===== src/rtl/onehot_code_tx.sv =====
`default_nettype none
// ============================================================================
// Module   : onehot_code_tx
// Purpose  : Accepts a request vector over a valid/ready handshake and emits
//            the binary index of every set bit, lowest index first, one code
//            per output beat. An all-zero vector yields one beat flagged
//            empty so the downstream decoder always sees a terminating beat.
// Ports    : clk, rst           - clock, synchronous active-high reset
//            in_valid/in_ready  - input handshake, in_vec request vector
//            out_valid/out_ready- output handshake
//            out_code           - index of lowest pending bit
//            out_last           - final beat of the current vector
//            out_empty          - beat carries no code (vector was zero)
//            busy               - a vector is held, not fully transmitted
// Revision : 1.0 - initial release
// ============================================================================
module onehot_code_tx #(
    parameter  int W  = 8,
    localparam int CW = $clog2(W)
) (
    input  logic          clk,
    input  logic          rst,
    input  logic          in_valid,
    output logic          in_ready,
    input  logic [W-1:0]  in_vec,
    output logic          out_valid,
    input  logic          out_ready,
    output logic [CW-1:0] out_code,
    output logic          out_last,
    output logic          out_empty,
    output logic          busy
);

    // One-hot style encoding so that illegal patterns exist and are
    // steered back to IDLE by the default decode path.
    typedef enum logic [1:0] {
        S_IDLE = 2'b01,
        S_SEND = 2'b10
    } state_t;

    state_t         r_state;
    state_t         w_state_nxt;
    logic [W-1:0]   r_pend;
    logic [W-1:0]   w_pend_nxt;
    logic           r_empty;
    logic           w_empty_nxt;

    logic [CW-1:0]  w_low_code;
    logic [W-1:0]   w_pend_clr;
    logic           w_multi;

    // Priority encode: scanning from the top down lets the lowest set bit
    // win. Defaults to 0 when nothing is pending.
    always_comb begin
        w_low_code = '0;
        for (int i = W - 1; i >= 0; i--) begin
            if (r_pend[i]) begin
                w_low_code = CW'(i);
            end
        end
    end

    // Clearing the lowest set bit; anything left over means more beats follow.
    assign w_pend_clr = r_pend & (r_pend - W'(1));
    assign w_multi    = |w_pend_clr;

    always_comb begin
        w_state_nxt = r_state;
        w_pend_nxt  = r_pend;
        w_empty_nxt = r_empty;
        in_ready    = 1'b0;
        out_valid   = 1'b0;
        out_code    = '0;
        out_last    = 1'b0;
        out_empty   = 1'b0;
        busy        = 1'b0;

        case (r_state)
            S_IDLE: begin
                in_ready = 1'b1;
                if (in_valid) begin
                    w_state_nxt = S_SEND;
                    w_pend_nxt  = in_vec;
                    w_empty_nxt = (in_vec == '0);
                end
            end
            S_SEND: begin
                out_valid = 1'b1;
                out_code  = w_low_code;
                out_last  = !w_multi;
                out_empty = r_empty;
                busy      = 1'b1;
                if (out_ready) begin
                    w_pend_nxt = w_pend_clr;
                    if (!w_multi) begin
                        w_state_nxt = S_IDLE;
                        w_empty_nxt = 1'b0;
                    end
                end
            end
            default: begin
                w_state_nxt = S_IDLE;
                w_pend_nxt  = '0;
                w_empty_nxt = 1'b0;
            end
        endcase

        // Outputs are forced quiet for the whole reset cycle so no
        // handshake can complete while the state is being cleared.
        if (rst) begin
            in_ready  = 1'b0;
            out_valid = 1'b0;
            out_code  = '0;
            out_last  = 1'b0;
            out_empty = 1'b0;
            busy      = 1'b0;
        end
    end

    always_ff @(posedge clk) begin
        if (rst) begin
            r_state <= S_IDLE;
            r_pend  <= '0;
            r_empty <= 1'b0;
        end else begin
            r_state <= w_state_nxt;
            r_pend  <= w_pend_nxt;
            r_empty <= w_empty_nxt;
        end
    end

endmodule
`default_nettype wire


===== config.mk =====
export PLATFORM = sky130hd
export DESIGN_NAME = onehot_code_tx
export DESIGN_NICKNAME = d
export VERILOG_FILES = /design/src/rtl/onehot_code_tx.sv
export SDC_FILE = /design/constraint.sdc
export NUM_CORES = 1
export LEC_CHECK = 0
export ABC_CLOCK_PERIOD_IN_PS = 1500
export BUFFER_PORTS_ARGS = -buffer_cell sky130_fd_sc_hd__buf_2
export CORE_MARGIN = 4
export CORE_UTILIZATION = 25
export CTS_CLUSTER_SIZE = 30
export DETAILED_ROUTE_END_ITERATION = 10
export GPL_TIMING_DRIVEN = 0
export SLEW_MARGIN = 20
export SYNTH_ARGS = -nofsm -noshare
export SYNTH_HDL_FRONTEND = slang
export SYNTH_SLANG_ARGS = --single-unit

===== constraint.sdc =====
create_clock -name clk -period 1.5 [get_ports clk]
set_input_delay 0.225 -clock clk [delete_from_list [all_inputs] [get_ports clk]]
set_output_delay 0.225 -clock clk [all_outputs]
set_load 0.02 [all_outputs]

== Yosys cells after proc, flatten, opt, wreduce, memory -nomap -nowiden ==
Cells that the tools add are included.

* Equality and inequality tests: 5
* Reductions and logical operators: 5
* Add/sub/neg operators: 1
* Bitwise operators: 1
* Multiplexer cells: 29

{| class="wikitable"
|+ Operator list
! cell !! number
|-
| $mux 3 || 10
|-
| $mux 8 || 2
|-
| $pmux 8 s2 || 1
|-
| $mux 1 || 11
|-
| $and 8x8->8 || 1
|-
| $logic_not 8->1 || 1
|-
| $reduce_or 8->1 || 1
|-
| $sub 8x1->8 const B || 1
|-
| $mux 2 || 3
|-
| $ne 2x2->1 const B || 3
|-
| $pmux 2 s2 || 1
|-
| $reduce_and 3->1 || 1
|-
| $eq 2x1->1 const B || 1
|-
| $eq 2x2->1 const B || 1
|-
| $pmux 1 s2 || 1
|-
| $reduce_and 2->1 || 1
|-
| $logic_not 1->1 || 1
|}

* Output and inout bits: 8
* Flip-flop bits (word level): 11
* Logic and storage cells: 44

== Depth between registers and ports, before layout ==
Gate-level depths: netlist of the first run.

* Depth after elaboration: 10
* Mapped depth: 6
* Mapped depth without buffers: 6

== Worst setup path before layout of the first run ==
No wires, ideal clock.

* Kind: register to output
* Start point: reg r_state[0]
* End point: out out_code[1]
* Stages on the path, launching flop included: 5
* Buffers on the path: 0
* Data required time: 1275 ps
* Setup slack: -572 ps
* Data arrival time: 1847 ps
* Cells stage by stage: dfxtp_1 inv_1 ha_1 nand2b_1 a2111oi_0

* Word-level cells in the longest chain between the ends: 3

{| class="wikitable"
|+ Ends and longest elaborated chain
! item !! line !! text
|-
| from (decl) || 41 || <nowiki>state_t r_state;</nowiki>
|-
| from (signal assigned) || 126 || <nowiki>r_state <= w_state_nxt;</nowiki>
|-
| $eq 2x2->1 || 78 || <nowiki>case (r_state)</nowiki>
|-
| $mux 3 || 78 ||
|-
| $mux 3 || 110 || <nowiki>if (rst) begin</nowiki>
|-
| to (decl) || 28 || <nowiki>output logic [CW-1:0] out_code,</nowiki>
|}

Every way passes these cells.

== Worst setup path in the final report of the first run ==
* Start point: reg r_pend[3]
* End point: out out_code[2]

* Word-level cells in the longest chain between the ends: 6

{| class="wikitable"
|+ Ends and longest elaborated chain
! item !! line !! text
|-
| from (decl) || 43 || <nowiki>logic [W-1:0] r_pend;</nowiki>
|-
| from (signal assigned) || 127 || <nowiki>r_pend <= w_pend_nxt;</nowiki>
|-
| $mux 3 (4 in a row) || 57 || <nowiki>if (r_pend[i]) begin</nowiki>
|-
| $mux 3 || 78 ||
|-
| $mux 3 || 110 ||
|}

Every way passes these cells.

==> results.toml, run 1 <==
[status]
status = "finished with violations"
violations = "setup timing"

[routing]
vias = 903
route.detailed.drc = 0
dr.pass1.iters = 4
routed_wl_um = 2480
wl_per_cell_um = 13.4
drtIter0Drc = 64
vias_per_cell = 4.88
antenna_left = 0

[setup_path]
required_ns = 1.27
crit_chain = "or4_4 > nor3_4 > buf_6"
cp-end-kind = "output pin"
crit_buf_inv = 1
slowest_stage = "or4_4"
max_stage_delay_ns = 0.58
worst-path-stages = 3
worst_r2r_startpoint = "r_pend[3]$_SDFFE_PP0P_"
r2r_end = "r_pend[5]$_SDFFE_PP0P_"
critPathKind = "register to output pin"
r2r_slack_ns = -0.19
ff2ff_path_depth = 6
worstPathMaxFanout = 6
critPathLaunchType = "register"
crit_family = "simple AND/OR/NAND/NOR gates"
critPathArrivalTime_ns = 1.56

[layout]
synthToLayoutAreaGrowth_pct = 69.5
nets = 156
antenna_cells = 0
final_cell_count_no_fill = 185
num-fill-cells = 304
drive_above_1_share_pct = 58.9

[synth]
synthXorXnorAreaFrac_pct = 0
syn_inst = 97
async_reset_ff_share_pct = 0
synth_top_family_by_area = "compound AO/OA/AOI/OAI gates"
synth_nets = 111
synthAdderAreaFrac_pct = 3.21
yosys.area_share.simple_pct = 23.0
netlist_area_sq_um = 779
syn_avg_cell_area_sq_um = 8.04
synth_compound_area_share_pct = 31.5
synth_edf_count = 0
yosys_warnings = 0
yosys-mux-area-fraction_pct = 5.78
ys_seq_area_share_pct = 28.3
synth_cell_types = 36
synth_ff_type = "dfxtp_1"
ys_ff_latch = 11

[pwr]
pwr_density_cell_mw_per_mm2 = 1930
leakagePower_nw = 0.538
irDropWorstVdd_mv = 0.468

[timing]
rsz0062_at_grt = "true"
period_share_pct = 119
finalSetupViolCount = 8
slew-limit-headroom_pct = 70.0
hold_viol_final = 0
worst_pin_slew_ns = 0.450
period_needed_ns = 1.78
fmax_ghz = 0.562
drv_slew = 0
layout_setup_ws_ns = -0.281
fin_worst_skew_ns = 0.0107

[global_route]
grt_use_total_pct = 11.8
grt_pass1_wl_um = 3870
overflow = 0
antenna_found_initial = 0
grt_start_max_net_pins = 11
grt_pass1_vias = 884

[placement]
dp.cells = 160
gp_congestion = 0.823
place_hpwl_um = 1600
port_buffers = 19
dp_slack_ns = -0.139

[clocking]
clk_path_buf_depth = 2
cts.sinks = 11
cts_tree = "yes"
hold_buffers = 0
root_buffer = "clkbuf_4"
h-tree-depth = 1
clk_pin_slew_ns = 0.08
cts_buffers = 3
clk_latency_ns = 0.27

[min_path]
worstHoldPathType = "primary input to register"
whs_endpoint = "r_pend[6]$_SDFFE_PP0P_"
hold_depth = 3
min-delay-start = "in_vec[6]"

[floorplan]
fp.coreArea_sq_mm = 0.00303
initial_core_util_pct = 25.7
rows = 20
io_pins = 20
chipWidth_um = 63.8
fp.dieH_um = 63.8
die_area_sq_mm = 0.00408

[flow_run]
drv_cap = 0
-- layer usage --
metal  GRT usage, %  vias up  share of wire [%]
li1               -      449                  -
met1           14.6      431                 44
met2           19.2       17                 51
met3           2.11        6                2.9
met4           6.20        0                1.9
met5              0        -                  0
-- report_power, final --
group          switching, mW  internal [mW]
Clock                  0.111         0.0987
Combinational          0.786          0.956
Sequential             0.192          0.413
Total                   1.09           1.47
-- registers in the layout (all words and copies together), names as in the netlist --
| signal | count |
|---|---|
| r_pend | 8 |
| r_state | 2 |
| r_empty | 1 |
-- worst max path at each step --
| stage | start | end | slack, ns |
|---|---|---|---|
| final | r_pend[3]$_SDFFE_PP0P_ | out_code[2] | -0.28 |
| after global routing | r_pend[1]$_SDFFE_PP0P_ | out_code[2] | -0.33 |
| after CTS | r_pend[0]$_SDFFE_PP0P_ | out_code[2] | -0.25 |
| after detailed placement | r_pend[4]$_SDFFE_PP0P_ | r_state[1]$_SDFFE_PP0P_ | -0.14 |
| after global placement | r_pend[4]$_SDFFE_PP0P_ | r_state[1]$_SDFFE_PP0P_ | -0.12 |
| after floorplan | r_pend[4]$_SDFFE_PP0P_ | r_state[1]$_SDFFE_PP0P_ | 0.01 |
-- cell usage in the layout, fill, tap and decap left out, types with 3 or more instances in the layout --
cell type / count
a21oi_1: 11
buf_2: 12
buf_4: 19
buf_6: 13
clkbuf_4: 3
dfxtp_2: 3
dfxtp_4: 6
inv_1: 3
mux2i_1: 3
nand2_1: 8
nand3_1: 5
nor2_1: 7
o21ai_2: 3
-- synth_stat cells, types with 3 or more instances --
cell       n  share of area, %
a21oi_1   12               7.7
dfxtp_1   11                28
nor2_1     9               4.3
nand2_1    8               3.9
inv_1      7               3.4
nand3_1    5               3.2
a211oi_1   4               3.9
o21ai_0    4               2.6
mux2i_1    3               3.9
nand2b_1   3               2.4
nor4_1     3               2.4
-- through the flow --
step | hold WS (ns) | power [mW] | utilization (%) | cell area [sq um] | setup TNS, ns
after detailed placement | 0.480 | 1.49 | 31.4 | 950 | -0.340
after CTS | 0.216 | 2.09 | 37.2 | 1130 | -1.06
after global placement | 0.475 | 1.46 | 31.4 | 950 | -0.192
after global routing | 0.227 | 2.72 | 43.6 | 1320 | -1.55
after floorplan | 0.373 | 1.26 | - | 800 | 0
final | 0.211 | 2.56 | 43.6 | 1320 | -0.992
-- cell families after synthesis --
logic type,Yosys count
mux,4
simple gates,34
flops,11
compound gates,34
fa+ha+maj,2
buf+inv,12
-- layout make-up --
cell class / count / area, sq um / share of cell area, %
repair buffers: 43 / 338 / 25.6
plain buffers: 2 / 15.0 / 1.14
multi-input cells: 74 / 608 / 46.0
clock inverters: 1 / 5.00 / 0.379
clock buffers: 3 / 22.5 / 1.70
inverters: 7 / 31.3 / 2.37
well taps: 44 / 55.1 / 4.17
flip-flops and latches: 11 / 246 / 18.7
-- timing repair --
item | 4_1_cts | 5_1_grt
gates resized for setup | 30 | 33
endpoints found under the setup margin | 13 | 16
setup buffers | 10 | 14
pin swaps | 4 | 11
cloned | 0 | 0
-- tightest hold or removal path, stage by stage --
cell     delay (ns)
buf_2          0.11
nand3_1        0.06
a21oi_1        0.05
(Power assumes the default switching activity.)
==> inputs of run 2 (changes only) <==
Settings changed: TNS_END_PERCENT from default to 20.
==> run 2 against run 1 <==
Net effect:
- the flow still finishes with violations (setup timing)
- final area is 13% lower
- critical path depth unchanged
- first-iteration DRC count decreased by 20%
- clock power grew 2%
- wire length shrank 11%
- via count down 11%
- global-route usage decreased by 0.90 points
- sequential power about the same
- critical path type unchanged
==> results.toml, run 2 (synthesis results as in run 1) <==
[floorplan]
chipWidth_um = 63.8
initial_core_util_pct = 25.7
fp.dieH_um = 63.8
die_area_sq_mm = 0.00408
rows = 20
fp.coreArea_sq_mm = 0.00303
io_pins = 20

[layout]
num-fill-cells = 334
synthToLayoutAreaGrowth_pct = 48.2
top_regs = "r_pend x8, r_state x2, r_empty x1"
regMostFlops = "r_pend"
final_common_cell = "buf_2"
drive_above_1_share_pct = 52.4
nets = 141
fin_area_sq_mm = 0.00115
largest_register_ffs = 8
final_cell_mix = "buf_2, buf_4, a21oi_1, nand2_1"
antenna_cells = 0

[timing]
finalSetupViolCount = 7
fmax_ghz = 0.593
worst_pin_slew_ns = 0.461
hold_viol_final = 0
drv_slew = 0
slew-limit-headroom_pct = 69.2
fin_worst_skew_ns = 0.00211
layout_setup_ws_ns = -0.187
period_share_pct = 112
rsz0062_at_grt = "true"
period_needed_ns = 1.69

[clocking]
cts_buffers = 3
h-tree-depth = 1
cts.sinks = 11
clk_latency_ns = 0.28
root_buffer = "clkbuf_4"
cts_tree = "yes"
clk_path_buf_depth = 2
clk_pin_slew_ns = 0.08

[placement]
dp_slack_ns = -0.248
gp_congestion = 0.868
port_buffers = 19
placed_cell_area_sq_um = 941
place_hpwl_um = 1560

[setup_path]
cp-end-kind = "output pin"
ff2ff_path_depth = 5
critPathArrivalTime_ns = 1.46
worstPathMaxFanout = 6
r2r_slack_ns = -0.14
critPathLaunchType = "register"
r2r_end = "r_state[1]$_SDFFE_PP0P_"
required_ns = 1.27
worst_r2r_startpoint = "r_pend[3]$_SDFFE_PP0P_"
critPathKind = "register to output pin"

[min_path]
worstHoldPathType = "primary input to register"
whs_endpoint = "r_pend[4]$_SDFFE_PP0P_"
hold_depth = 3
min-delay-start = "in_vec[4]"

[routing]
dr.pass1.iters = 4
drtIter0Drc = 51
routed_wl_um = 2190
route.detailed.drc = 0
wl_per_cell_um = 12.9
vias = 806
antenna_left = 0
vias_per_cell = 4.74

[global_route]
grt_pass1_wl_um = 3550
grt_pass1_vias = 806
grt_start_max_net_pins = 11
grt_use_total_pct = 10.9
overflow = 0
antenna_found_initial = 0

[pwr]
power_mw = 2.06
irDropWorstVdd_mv = 0.398
pwr_density_cell_mw_per_mm2 = 1780
leakagePower_nw = 0.444

[status]
status = "finished with violations"
violations = "setup timing"

[flow_run]
drv_cap = 0
-- run 2: changes by cell type in the layout (fill, tap and decap cells not counted), sizes merged --
cell and change:
clkbuf +1, buf -16
-- run 2: worst max path at each step --
stage,from,end,slack (ns),cells after the start
5_1_grt,r_pend[1]$_SDFFE_PP0P_,out_code[2],-0.24,3
3_3_place_gp,r_pend[4]$_SDFFE_PP0P_,r_state[1]$_SDFFE_PP0P_,-0.24,4
3_5_place_dp,r_state[0]$_SDFFE_PP1P_,r_state[1]$_SDFFE_PP0P_,-0.25,6
4_1_cts,r_pend[1]$_SDFFE_PP0P_,out_code[2],-0.26,3
6_report,r_pend[1]$_SDFFE_PP0P_,out_code[2],-0.19,3
2_1_floorplan,r_pend[4]$_SDFFE_PP0P_,r_state[1]$_SDFFE_PP0P_,-0.06,4
-- run 2: layout make-up --
| cell class | count | area [sq um] | area share, % |
|---|---|---|---|
| Clock buffer | 3 | 22.5 | 1.95 |
| Clock inverter | 1 | 5.00 | 0.433 |
| Inverter | 7 | 28.8 | 2.49 |
| Buffer | 2 | 15.0 | 1.30 |
| Multi-Input combinational cell | 74 | 592 | 51.2 |
| Tap cell | 44 | 55.1 | 4.77 |
| Timing Repair Buffer | 28 | 186 | 16.1 |
| Sequential cell | 11 | 250 | 21.7 |
-- run 2: layer usage --
layer  vias to the layer above  GRT usage [%]  wire [um]
li1                        414              -          -
met1                       372           13.4       1010
met2                        18           18.5       1100
met3                         2           1.58         64
met4                         0           4.85         22
met5                         -              0          0
-- run 2: worst max-delay path, cell delays in order (launching register included) --
cell and delay, ns:
dfxtp_4 0.37, or4_4 0.54, nor3_2 0.11, buf_4 0.16
-- run 2: repair_timing --
item	CTS	global route
pin swaps	7	7
setup endpoints to repair	19	15
resized for setup	36	15
setup buffers	5	4
hold buffers	0	0
-- run 2: power breakdown --
part	internal (mW)	switching (mW)
clock network	0.0990	0.115
registers	0.418	0.185
logic	0.598	0.644
-- run 2: metrics by stage --
stage | setup TNS [ns] | util (%) | hold slack, ns | std cells
6_report | -0.760 | 38.1 | 0.199 | 170
5_1_grt | -1.30 | 38.1 | 0.214 | 170
4_1_cts | -0.904 | 35.5 | 0.200 | 166
3_5_place_dp | -1.65 | 31.1 | 0.477 | 160
3_3_place_gp | -1.23 | 31.1 | 0.474 | 160
2_1_floorplan | -0.126 | - | 0.373 | 97
==> inputs of run 3 (changes only) <==
Settings changed: BUFFER_PORTS_ARGS -buffer_cell sky130_fd_sc_hd__buf_2 to -buffer_cell sky130_fd_sc_hd__buf_4.
==> run 3 against run 2 <==
Net effect:
- critical path depth unchanged
- register-to-register slack better by 0.12 ns
- clock power down 3%
- die area unchanged
- combinational power down 9.7%
- clock-buffer cell count up 1
- sequential power down 3.5%
- total power down 7.3%
- worst hold slack better by 0.032 ns
- worst setup slack worse by 0.094 ns
- sequential cell count unchanged
- cell count down 2.4%
- the flow still finishes with violations (setup timing)
- highest routed layer unchanged
==> results.toml, run 3 (synthesis results as in run 1) <==
[placement]
gp_congestion = 0.847
port_buffers = 19
place_hpwl_um = 1610

[timing]
worst_pin_slew_ns = 0.437
period_needed_ns = 1.78
finalSetupTns_ns = -0.846
period_share_pct = 119
finalSetupViolCount = 6
hold_viol_final = 0
drv_slew = 0
rsz0062_at_grt = "true"
slew-limit-headroom_pct = 70.9
fin_worst_skew_ns = 0.00609
layout_setup_ws_ns = -0.280
fmax_ghz = 0.562

[setup_path]
crit_chain = "or4_4 > nor3_2 > buf_4"
cp-end-kind = "output pin"
critPathLaunchType = "register"
worstPathMaxFanout = 7
slowest_stage = "or4_4"
critPathKind = "register to output pin"
critPathArrivalTime_ns = 1.56
worst_r2r_startpoint = "r_pend[4]$_SDFFE_PP0P_"
max_stage_delay_ns = 0.55
critPathLaunch = "r_pend[1]$_SDFFE_PP0P_"
required_ns = 1.27

[clocking]
h-tree-depth = 1
clk_latency_ns = 0.27
cts_tree = "yes"
cts.sinks = 11
clk_pin_slew_ns = 0.08
clk_path_buf_depth = 2
root_buffer = "clkbuf_4"
hold_buffers = 0
cts_buffers = 3

[layout]
drive_above_1_share_pct = 46.7
regMostFlops = "r_pend"
antenna_cells = 0
largest_register_ffs = 8
nets = 137
top_regs = "r_pend x8, r_state x2, r_empty x1"
final_common_cell = "buf_4"
synthToLayoutAreaGrowth_pct = 42.5
num-fill-cells = 325
final_cell_mix = "buf_4, a21oi_1, nor2_1, nand2_1, dfxtp_2"

[pwr]
p_sw_uw = 866
leakagePower_nw = 0.428
comb_power_share_pct = 58.6
irDropWorstVdd_mv = 0.377
power_mw = 1.91
pwr-share-clk_pct = 10.9
power_frac_seq_pct = 30.5
pwr_density_cell_mw_per_mm2 = 1720
p_int_mw = 1.04
p_sw_share_pct = 45.4

[floorplan]
die_area_sq_mm = 0.00408
chipWidth_um = 63.8
io_pins = 20
fp.coreArea_sq_mm = 0.00303
initial_core_util_pct = 25.7
fp.dieH_um = 63.8
rows = 20

[global_route]
grt_start_max_net_pins = 11
grt_pass1_wl_um = 3390
grt_pass1_vias = 758
antenna_found_initial = 0
overflow = 0
grt_use_total_pct = 10.5

[flow_run]
drv_cap = 0

[routing]
vias = 831
vias_per_cell = 5.01
antenna_left = 0
wl_per_cell_um = 12.8
dr.pass1.iters = 4
route.detailed.drc = 0
routed_wl_um = 2130
drtIter0Drc = 54

[min_path]
min-delay-start = "in_vec[0]"
worstHoldPathType = "primary input to register"

[status]
violations = "setup timing"
status = "finished with violations"
## run 3: cell count changes in the layout (fill, tap and decap cells not counted), sizes merged
cell | before | now
buf | 28 | 25
clkinv | 1 | 0
## run 3: metal layers
| layer | up-vias | share of wire (%) | track usage, % |
|---|---|---|---|
| li1 | 409 | - | - |
| met1 | 396 | 42 | 12.8 |
| met2 | 22 | 52 | 18.1 |
| met3 | 4 | 4.5 | 1.23 |
| met4 | 0 | 1.6 | 4.85 |
| met5 | - | 0 | 0 |
## run 3: layout make-up
cell class	instances	area (sq um)	share of cell area [%]
clock buffers	4	26.3	2.36
repair buffers	24	188	16.9
multi-input cells	74	562	50.6
well taps	44	55.1	4.95
inverters	7	28.8	2.59
flip-flops and latches	11	236	21.3
plain buffers	2	15.0	1.35
## run 3: critical path, delay by kind of cell (launching register included)
kind	cells	cell delay [ns]
buffers and inverters	1	0.16
flip-flops	1	0.38
AND/OR/NAND/NOR	2	0.74
## run 3: what timing repair did
action,in CTS,in global routing
pin swaps,2,5
endpoints found under the setup margin,19,16
resized for setup,12,21
setup buffers,2,3
## run 3: path summary, 6_finish.rpt
path                                           endpoint  slack (ns)  cells past startpoint
worst max register to register  r_state[1]$_SDFFE_PP0P_       -0.02                      4
worst min-delay path             r_pend[0]$_SDFFE_PP0P_        0.23                      3
worst min register to register     r_empty$_SDFFE_PP0P_        0.49                      2
worst max-delay path                        out_code[2]       -0.28                      3
## run 3: power by group through the flow
stage / registers [mW] / clock network (mW) / logic (mW)
3_5_place_dp: 0.476 / 0 / 1.00
3_3_place_gp: 0.471 / 0 / 0.991
5_1_grt: 0.602 / 0.219 / 1.23
2_1_floorplan: 0.455 / 0 / 0.786
6_report: 0.582 / 0.207 / 1.12
4_1_cts: 0.489 / 0.203 / 1.13
## run 3: metrics by stage
step | hold slack, ns | instances | cell area [sq um] | setup slack, ns | utilization [%]
global placement | 0.473 | 160 | 988 | -0.235 | 32.6
CTS | 0.242 | 166 | 1070 | -0.292 | 35.2
detailed placement | 0.472 | 160 | 988 | -0.236 | 32.6
finish | 0.232 | 166 | 1110 | -0.280 | 36.7
floorplan | 0.373 | 97 | 791 | -0.0626 | -
global route | 0.253 | 166 | 1110 | -0.330 | 36.7
